[src/rtl/univ_shift_reg.sv]
// Universal shift register: hold / shift / rotate / parallel load, single-step or multi-step burst.
// Optional rotate support is compiled in when UNIV_SHIFT_ROTATE_EN is defined.
//
// state  | meaning
// -------+-----------------------------------------------------------
// S_IDLE | accepts single steps (en) or a burst request (start)
// S_RUN  | burst in progress, one captured step per cycle, busy = 1
// S_DONE | burst finished, done = 1 for this cycle, inputs ignored
module univ_shift_reg #(
  parameter int WIDTH = 8,
  parameter int CNTW  = 4
) (
  input  logic             clk,
  input  logic             rstn,
  input  logic             en,
  input  logic [1:0]       op,
  input  logic             dir,
  input  logic             d,
  input  logic [WIDTH-1:0] par_in,
  input  logic             start,
  input  logic [CNTW-1:0]  amt,
  output logic [WIDTH-1:0] out,
  output logic             ser_out,
  output logic             busy,
  output logic             done
);

  typedef enum logic [1:0] {
    S_IDLE = 2'b00,
    S_RUN  = 2'b01,
    S_DONE = 2'b10
  } state_t;

  localparam logic [1:0] OP_HOLD  = 2'b00;
  localparam logic [1:0] OP_SHIFT = 2'b01;
  localparam logic [1:0] OP_ROT   = 2'b10;
  localparam logic [1:0] OP_LOAD  = 2'b11;

  state_t            r_state, w_state_nxt;
  logic [CNTW-1:0]   r_cnt, w_cnt_nxt;
  logic              r_brot, w_brot_nxt;
  logic              r_bdir, w_bdir_nxt;
  logic [WIDTH-1:0]  r_out, w_out_nxt;
  logic              r_ser, w_ser_nxt;
  logic              w_accept;
  logic              w_burst_op;

  // Returns {exiting bit, next value}; rotate feeds the exiting bit back instead of d.
  function automatic logic [WIDTH:0] f_step(input logic [WIDTH-1:0] v,
                                            input logic left,
                                            input logic rot,
                                            input logic fill_d);
    logic w_exit;
    logic w_fill;
    w_exit = left ? v[WIDTH-1] : v[0];
    w_fill = rot ? w_exit : fill_d;
    if (left) f_step = {w_exit, v[WIDTH-2:0], w_fill};
    else      f_step = {w_exit, w_fill, v[WIDTH-1:1]};
  endfunction

`ifdef UNIV_SHIFT_ROTATE_EN
  assign w_burst_op = (op == OP_SHIFT) || (op == OP_ROT);
`else
  assign w_burst_op = (op == OP_SHIFT);
`endif

  assign w_accept = (r_state == S_IDLE) && start && w_burst_op;

  always_comb begin
    w_state_nxt = r_state;
    w_cnt_nxt   = r_cnt;
    w_brot_nxt  = r_brot;
    w_bdir_nxt  = r_bdir;
    w_out_nxt   = r_out;
    w_ser_nxt   = r_ser;
    case (r_state)
      S_IDLE: begin
        if (w_accept) begin
`ifdef UNIV_SHIFT_ROTATE_EN
          w_brot_nxt = (op == OP_ROT);
`else
          w_brot_nxt = 1'b0;
`endif
          w_bdir_nxt = dir;
          if (amt == '0) begin
            w_state_nxt = S_DONE;
          end else begin
            w_cnt_nxt   = amt;
            w_state_nxt = S_RUN;
          end
        end else if (en) begin
          case (op)
            OP_SHIFT: {w_ser_nxt, w_out_nxt} = f_step(r_out, dir, 1'b0, d);
`ifdef UNIV_SHIFT_ROTATE_EN
            OP_ROT:   {w_ser_nxt, w_out_nxt} = f_step(r_out, dir, 1'b1, d);
`endif
            OP_LOAD:  w_out_nxt = par_in;
            default:  ;
          endcase
        end
      end
      S_RUN: begin
        {w_ser_nxt, w_out_nxt} = f_step(r_out, r_bdir, r_brot, d);
        w_cnt_nxt = r_cnt - CNTW'(1);
        if (r_cnt == CNTW'(1)) w_state_nxt = S_DONE;
      end
      S_DONE: begin
        w_state_nxt = S_IDLE;
      end
      default: begin
        w_state_nxt = S_IDLE;
      end
    endcase
  end

  always_ff @(posedge clk or negedge rstn) begin
    if (!rstn) begin
      r_state <= S_IDLE;
      r_cnt   <= '0;
      r_brot  <= 1'b0;
      r_bdir  <= 1'b0;
      r_out   <= '0;
      r_ser   <= 1'b0;
    end else begin
      r_state <= w_state_nxt;
      r_cnt   <= w_cnt_nxt;
      r_brot  <= w_brot_nxt;
      r_bdir  <= w_bdir_nxt;
      r_out   <= w_out_nxt;
      r_ser   <= w_ser_nxt;
    end
  end

  assign out     = r_out;
  assign ser_out = r_ser;
  assign busy    = (r_state == S_RUN);
  assign done    = (r_state == S_DONE);

endmodule

[config.mk]
export PLATFORM = sky130hd
export DESIGN_NAME = univ_shift_reg
export DESIGN_NICKNAME = d
export VERILOG_FILES = /design/src/rtl/univ_shift_reg.sv
export SDC_FILE = /design/constraint.sdc
export NUM_CORES = 1
export LEC_CHECK = 0
export BUFFER_PORTS_ARGS = -buffer_cell sky130_fd_sc_hd__buf_4
export CORE_MARGIN = 2
export CORE_UTILIZATION = 47
export DETAILED_ROUTE_END_ITERATION = 16
export MAX_ROUTING_LAYER = met4
export PLACE_DENSITY = 0.75
export SLEW_MARGIN = 20
export SYNTH_ARGS = -nofsm -noshare
export SYNTH_HDL_FRONTEND = slang
export SYNTH_SLANG_ARGS = --single-unit
[constraint.sdc]
create_clock -name clk -period 1.55 [get_ports clk]
set_clock_uncertainty 0.2 [all_clocks]
set_input_delay 0.31 -clock clk [delete_from_list [all_inputs] [get_ports clk]]
set_output_delay 0.31 -clock clk [all_outputs]
set_load 0.01 [all_outputs]
==> results.toml, run 1 <==
[clocking]
cts_buffer_depth = 2
htreeDepth = 1
clock_latency_ns = 0.29
cts_root_buf = "clkbuf_4"
clk_pin_slew_ns = 0.11
cts_num_sinks = 16
cts_made_buffers = 3
cts_tree = "built"

[floorplan]
start_util = 0.494
core_area_sq_um = 2480
die_h_microns = 55.1
die_w_microns = 55.1
io_pins = 31
die-area_sq_um = 3030
rows = 18

[setup_path]
arrival_ns = 1.62
worst-path-buf-inv = 1
critPathTopFamily = "multiplexers"
crit_chain = "nand2b_4, buf_12, mux2i_4, mux2i_1, o21ai_1"
crit_path_top_delay_cell = "dfrtp_1"
cp_max_fo = 6
critPathMaxStageDelay_ns = 0.43
start_kind = "flip-flop"
path_class = "flip-flop to flip-flop"
worst_ep_required_time_ns = 1.53
cp-end-kind = "flip-flop"

[grt]
grt_pass1_vias = 1128
grt_pass1_wl_mm = 4.75
grt_overflow = 0
grt_antenna_before_repair = 0
grt_max_degree = 17
grt_use_total = 0.231

[timing]
tns_ns = -0.456
finalHoldViolCount = 0
fin_ws_ns = -0.0851
slew_headroom = 0.811
max_freq_ghz = 0.612
setup_violations = 11
grt_setup_unrepaired = "true"
min_period_over_period = 1.05
worstMarginPinSlew_ns = 0.282
final.min_clock_period_ns = 1.64
slew_viol_final = 0

[route]
highest_layer = "met4"
totalWireLength_mm = 3.42
vias = 1161
dr_wl_met2_mm = 1.87
ant_nets = 0
drtIter0Drc = 24
drt-met1-wl_mm = 1.36
dr.pass1.iters = 4
drcViolationCount = 0
viasPerCell = 5.69
avgRoutedWirePerCell_microns = 16.8
dr_wl_met3_microns = 124

[min_path]
holdCritPathClass = "primary input to flip-flop"

[yosys]
netlist_instances = 115
syn_area_sq_um = 1220
synth_seq_cells = 16
syn_nets = 137
synthTopCellsByArea = "dfrtp_1, mux2_2, a211oi_2, mux2i_1, a21oi_1"
synth_top_area_share = 0.327
synth_top_area_cell = "dfrtp_1"
ys_types = 30
avgSynthCellArea_sq_um = 10.7
yosys_warnings = 0
ys_seq_area_frac = 0.327

[power_and_ir_drop]
vdd_drop_max_mv = 1.41
p_leak_nw = 0.867
power_density_nw_per_um2 = 2050
power_mw = 3.88

[status]
violations = "negative setup slack"
run_status = "complete, but fails checks"

[final_layout]
final_cell_mix = "buf_4, dfrtp_1, a21oi_1"
layout_commonest_cell = "buf_4"
drive_above_1_share = 0.603
area_growth_pct = 55.1
nets = 197
fillers = 170
fin_area_sq_um = 1900
diodes = 0

[place]
dpl-instance-area_sq_um = 1560
io_buffers = 30
dp_hpwl_mm = 2.20
place.gp.congestion = 0.749
dp_slack_ns = -0.163

[run]
maxCapViolCount = 0
[worst paths after layout]
check	from	slack, ns	cells past startpoint	endpoint
worst max-delay path	r_state[1]	-0.09	5	ser_out
worst min-delay path	amt[2]	0.08	2	r_cnt[2]
worst max register to register	r_state[1]	-0.09	5	ser_out
worst min register to register	ser_out	0.35	2	ser_out
max in group asynchronous	rstn	0.74	2	r_state[0]
min in group asynchronous	rstn	0.22	2	out[2]
[final cells by class]
class / instances / area (sq um) / share of cell area
Tap cell: 30 / 37.5 / 0.0198
Multi-Input combinational cell: 89 / 863 / 0.455
Timing Repair Buffer: 61 / 542 / 0.285
Clock buffer: 4 / 36.3 / 0.0191
Sequential cell: 16 / 403 / 0.212
Inverter: 4 / 17.5 / 0.00922
[synthesized netlist by cell type (all sizes together)]
master / number
nand3: 2
o22ai: 1
a21oi: 13
a31oi: 1
or4: 1
nor2: 3
nor2b: 9
nor3: 4
o21ai: 3
dfrtp: 16
a221oi: 3
nor3b: 1
nand3b: 2
and4bb: 1
mux2i: 10
mux2: 17
inv: 4
ha: 2
a211oi: 8
nand2: 3
o311a: 1
nor4bb: 1
nand2b: 2
o21bai: 1
buf: 6
[per-layer routing]
metal | global-route usage | vias to the layer above
met1 | 0.232 | 570
met5 | - | -
met2 | 0.444 | 30
met3 | 0.0269 | 6
li1 | - | 555
met4 | 0.0976 | 0
[sequential cells by signal, summed over array words and instances (netlist names)]
| name | flops |
|---|---|
| out | 8 |
| r_cnt | 4 |
| r_state | 2 |
| r_bdir | 1 |
| ser_out | 1 |
[worst reg2reg max path, cell delays in order, from the launching register on]
cell and delay, ns:
dfrtp_1 0.43, nand2b_4 0.21, buf_12 0.14, mux2i_4 0.24, mux2i_1 0.22, o21ai_1 0.08
[through the flow]
stage          instances  utilization  hold WS [ns]
2_1_floorplan        115            -        -0.186
3_3_place_gp         183        0.628       -0.0199
3_5_place_dp         183        0.628       -0.0168
4_1_cts              196        0.684        0.0918
5_1_grt              204        0.767        0.0851
6_report             204        0.767        0.0802
[repair_timing]
| action | 4_1_cts | 5_1_grt |
|---|---|---|
| hold buffers | 1 | 0 |
| cloned | 0 | 1 |
| pin swaps | 2 | 10 |
| setup buffers | 8 | 7 |
| hold endpoints to repair | 16 | 0 |
| resized for setup | 9 | 28 |
| setup endpoints to repair | 14 | 16 |
[where the power goes]
group / total, mW / leakage, nW / internal, mW / switching (mW)
clock network: 0.283 / 0.0210 / 0.143 / 0.140
logic: 2.70 / 0.664 / 1.56 / 1.14
registers: 0.903 / 0.182 / 0.636 / 0.266
total: 3.88 / 0.867 / 2.34 / 1.54
[kinds of logic (layout without fill, tap and decap cells)]
| logic type | count (synthesis) | in the layout | share of synthesized area |
|---|---|---|---|
| AO/OA/AOI/OAI | 31 | 31 | 0.203 |
| AND/OR/NAND/NOR | 29 | 29 | 0.159 |
| multiplexers | 27 | 27 | 0.238 |
| flip-flops | 16 | 16 | 0.327 |
| buffers and inverters | 10 | 69 | 0.0521 |
| adder cells (fa/ha/maj) | 2 | 2 | 0.0204 |
Note: power is estimated with default switching activity, not from simulation.
==> run 2: changes to the inputs <==
- BUFFER_PORTS_ARGS: -buffer_cell sky130_fd_sc_hd__buf_4 -> unset
- CORE_UTILIZATION: 47 -> 56
- DONT_BUFFER_PORTS: unset -> 1
- PLACE_DENSITY: 0.75 -> 0.74
==> results.toml, run 2 (synthesis gave the netlist of run 1 again) <==
[min_path]
hold_start = "amt[1]"
holdCritPathClass = "primary input to flip-flop"

[final_layout]
diodes = 0
largest_register_ffs = 8
fillers = 133
final_cell_mix = "buf_4, mux2_2, dfrtp_1"
layout_commonest_cell = "buf_4"
drive_above_1_share = 0.486
fin_area_sq_um = 1550
nets = 164
ff_latch_area_sq_um = 402
area_growth_pct = 26.9
multi_input_area_sq_um = 801
stdcell_count = 167

[timing]
worstMarginPinSlew_ns = 0.780
setup_violations = 8
final.min_clock_period_ns = 1.60
min_period_over_period = 1.03
fin_ws_ns = -0.0486
max_freq_ghz = 0.626
finalHoldViolCount = 0
slew_headroom = 0.479
grt_setup_unrepaired = "true"
slew_viol_final = 0

[clocking]
cts_num_sinks = 16
clock_latency_ns = 0.29
cts_root_buf = "clkbuf_4"
cts_made_buffers = 3
cts_buffer_depth = 2
htreeDepth = 1
clk_pin_slew_ns = 0.10
cts_tree = "built"

[setup_path]
cp_max_fo = 8
cp-end-kind = "flip-flop"
arrival_ns = 1.59
worstReg2RegStart = "r_state[1]"
startpoint = "r_state[1]"
worst_ep_required_time_ns = 1.54
path_class = "flip-flop to flip-flop"
start_kind = "flip-flop"

[grt]
grt_max_degree = 19
grt_antenna_before_repair = 0
grt_busiest_layer = "met2"
grt_overflow = 0
grt_pass1_vias = 1037
grt_use_total = 0.258
use_met2 = 0.436
use_met1 = 0.316
grt_pass1_wl_mm = 4.77
met3_usage = 0.0506

[place]
place.gp.congestion = 0.774
dp.cells = 154
dp_hpwl_mm = 1.96
dpl-instance-area_sq_um = 1380
dp_slack_ns = -0.0357
io_buffers = 0

[power_and_ir_drop]
pwr-share-comb = 0.658
p_clk_frac = 0.069
p_leak_nw = 0.661
vdd_drop_max_mv = 1.21
swShare = 0.418
power_density_nw_per_um2 = 2130
internal_power_mw = 1.92
p_seq_frac = 0.273
p_sw_mw = 1.38

[floorplan]
start_util = 0.606
core_area_sq_um = 2020
rows = 16
die_w_microns = 50.8
io_pins = 31
die_h_microns = 50.8
die-area_sq_um = 2580

[run]
maxCapViolCount = 0

[route]
dr.pass1.iters = 4
viasPerCell = 6.22
drtIter0Drc = 32
drcViolationCount = 0
ant_nets = 0
totalWireLength_mm = 3.12
vias = 1039
avgRoutedWirePerCell_microns = 18.7

[status]
violations = "negative setup slack"
run_status = "complete, but fails checks"
-- run 2: cell types whose count changed in the layout (fill, tap and decap cells not counted), sizes merged --
cell,delta
buf,-34
clkbuf,-2
dlygate4sd3,+2
-- run 2: timing repair --
item,CTS,global route
hold buffers,2,1
gates resized for setup,12,8
endpoints found under the setup margin,9,15
endpoints found under the hold margin,17,1
buffers inserted,6,1
pin swaps,4,3
-- run 2: layer usage --
metal | vias up | routed length (microns) | part of all wire
met5 | - | 0 | 0
met4 | 0 | 54 | 0.017
met3 | 7 | 154 | 0.049
met2 | 28 | 1580 | 0.50
met1 | 519 | 1340 | 0.43
li1 | 485 | - | -
-- run 2: power by group through the flow --
stage	clock, mW	combinational, mW	sequential [mW]
after floorplan	0	1.23	0.911
after global placement	0	1.76	0.871
after detailed placement	0	1.83	0.890
after CTS	0.226	2.05	0.887
after global routing	0.250	2.35	0.929
final	0.227	2.17	0.904
-- run 2: stage by stage --
step                      setup TNS [ns]  total power [mW]   util  hold slack, ns
after floorplan                   -0.105              2.14      -          -0.186
after global placement                 0              2.63  0.684          -0.185
after detailed placement         -0.0917              2.72  0.684          -0.185
after CTS                        -0.0305              3.17  0.744         0.00143
after global routing              -0.769              3.53  0.769          0.0305
final                             -0.191              3.31  0.769         0.00984
-- run 2: final cells by class --
type,instances,area share
tap,27,0.0217
sequential,16,0.258
clock buffer,3,0.0145
timing repair buffer,28,0.179
inverter,4,0.0113
multi-input combinational,89,0.515
-- run 2: worst max-delay path, cell delays in order (launching register included) --
cell and delay [ns]:
dfrtp_1 0.41, nand2b_4 0.19, buf_8 0.14, mux2i_2 0.22, mux2i_1 0.25, o21ai_1 0.08
-- run 2: worst paths after layout --
| check | cells after the start | slack [ns] | to |
|---|---|---|---|
| setup reg to reg | 5 | -0.05 | ser_out |
| setup / recovery | 5 | -0.05 | ser_out |
| max in group asynchronous | 1 | 0.28 | r_state[0] |
| hold reg to reg | 2 | 0.37 | ser_out |
| hold / removal | 2 | 0.01 | r_cnt[1] |
| min in group asynchronous | 1 | 0.33 | ser_out |
==> run 3: changes to the inputs <==
- GPL_TIMING_DRIVEN: unset -> 0
- SETUP_SLACK_MARGIN: unset -> 0.02
- SKIP_LAST_GASP: unset -> 1
==> results.toml, run 3 (synthesis gave the netlist of run 1 again) <==
[final_layout]
drive_above_1_share = 0.477
area_growth_pct = 21.3
largest_register_ffs = 8
layout_commonest_cell = "a21oi_1"
fin_area_sq_um = 1490
diodes = 0
postLayoutCoreUtil = 0.735
nets = 151
stdcell_count = 155
final_cell_mix = "a21oi_1, mux2_2, mux2i_1, dfrtp_1, nor2b_1"

[route]
dr.pass1.iters = 4
vias = 981
viasPerCell = 6.33
avgRoutedWirePerCell_microns = 19.3
totalWireLength_mm = 3.00
drtIter0Drc = 13
drcViolationCount = 0
ant_nets = 0

[min_path]
holdPathStages = 2
hold_start = "amt[1]"
min_to = "r_cnt[1]"
holdCritPathClass = "primary input to flip-flop"

[setup_path]
ff2ff_path_depth = 4
rrSetupSlack_ns = -0.11
startpoint = "r_state[0]"
crit_path_top_delay_cell = "dfrtp_1"
arrival_ns = 1.64
worstReg2RegStart = "r_state[0]"
rr_endpoint = "out[6]"
cp-end-kind = "flip-flop"
path_class = "flip-flop to flip-flop"
crit_chain = "buf_4, a31oi_1, nor2_4, mux2_4"
critPathMaxStageDelay_ns = 0.43
cp_max_fo = 8
worst_ep_required_time_ns = 1.54
start_kind = "flip-flop"

[power_and_ir_drop]
p_leak_nw = 0.616
pwr-share-comb = 0.596
internal_power_mw = 1.84
p_seq_frac = 0.313
power_density_nw_per_um2 = 2170
p_sw_mw = 1.38
swShare = 0.429
p_clk_frac = 0.090
vdd_drop_max_mv = 1.22

[grt]
grt_pass1_vias = 1009
grt_max_degree = 17
grt_pass1_wl_mm = 4.71
grt_antenna_before_repair = 0
grt_use_total = 0.254
grt_overflow = 0

[status]
violations = "negative setup slack"
run_status = "complete, but fails checks"

[floorplan]
io_pins = 31
rows = 16
core_area_sq_um = 2020
start_util = 0.606
die_w_microns = 50.8
die-area_sq_um = 2580
die_h_microns = 50.8

[clocking]
clock_latency_ns = 0.31
cts_buffer_depth = 2
cts_num_sinks = 16
clk_pin_slew_ns = 0.11
cts_root_buf = "clkbuf_4"
cts_tree = "built"
htreeDepth = 1
cts_made_buffers = 3

[timing]
grt_setup_unrepaired = "true"
min_period_over_period = 1.07
fin_ws_ns = -0.108
setup_violations = 11
slew_viol_final = 0
slew_headroom = 0.494
worstMarginPinSlew_ns = 0.756
finalHoldViolCount = 0
final.min_clock_period_ns = 1.66
max_freq_ghz = 0.603

[place]
dp.cells = 142
dp_hpwl_mm = 1.85
place.gp.congestion = 0.807
dpl-instance-area_sq_um = 1260
io_buffers = 0

[run]
maxCapViolCount = 0
==> run 3: how the worst max path moves through the flow <==
stage | slack (ns) | cells past startpoint | to
3_3_place_gp | -0.07 | 6 | out[3]
6_report | -0.11 | 4 | out[6]
5_1_grt | -0.16 | 4 | out[1]
4_1_cts | -0.11 | 3 | busy
2_1_floorplan | -0.01 | 6 | out[1]
3_5_place_dp | -0.13 | 6 | out[1]
==> run 3: worst max-delay path, delay by kind of cell (launching register included) <==
family,cells,cell delay (ns)
DFF,1,0.43
muxes,1,0.32
AOI/OAI and AO/OA,1,0.29
buffers and inverters,1,0.15
and+or+nand+nor,1,0.14
==> run 3: final cells by class <==
type                       instances  area, sq um
buffer                             5         48.8
clock buffer                       4         36.3
fill                             136          536
inverter                           4         18.8
multi-input combinational         89          841
sequential                        16          408
tap                               27         33.8
timing repair buffer              10          100
==> run 3: timing repair <==
action	in CTS	in global routing
cloned	1	0
setup endpoints to repair	14	16
hold buffers	1	1
pin swaps	9	7
setup buffers	5	2
endpoints found under the hold margin	16	1
resized for setup	11	20
==> run 3: power groups by stage <==
stage               registers [mW]  logic (mW)  clock network [mW]
floorplan                    0.911        1.23                   0
global placement             0.992        1.36                   0
detailed placement            1.00        1.42                   0
CTS                          0.996        1.66               0.289
global route                  1.06        2.10               0.311
finish                        1.01        1.92               0.291
==> run 3: routing by layer <==
metal  vias up  part of all wire  wire length [microns]  GRT usage
li1        461                 -                      -          -
met1       485              0.42                   1250      0.298
met2        29              0.52                   1550      0.425
met3         6             0.054                    163     0.0833
met4         0             0.013                     39     0.0541
met5         -                 0                      0          -
==> run 3: metrics by stage <==
| step | power (mW) | setup TNS, ns | worst slack [ns] | hold WS (ns) |
|---|---|---|---|---|
| floorplan | 2.14 | -0.105 | -0.0134 | -0.186 |
| global placement | 2.35 | -0.666 | -0.0750 | -0.185 |
| detailed placement | 2.42 | -0.883 | -0.131 | -0.185 |
| CTS | 2.95 | -0.814 | -0.110 | 0.000172 |
| global route | 3.47 | -1.39 | -0.159 | 0.0238 |
| finish | 3.22 | -1.01 | -0.108 | 0.00934 |
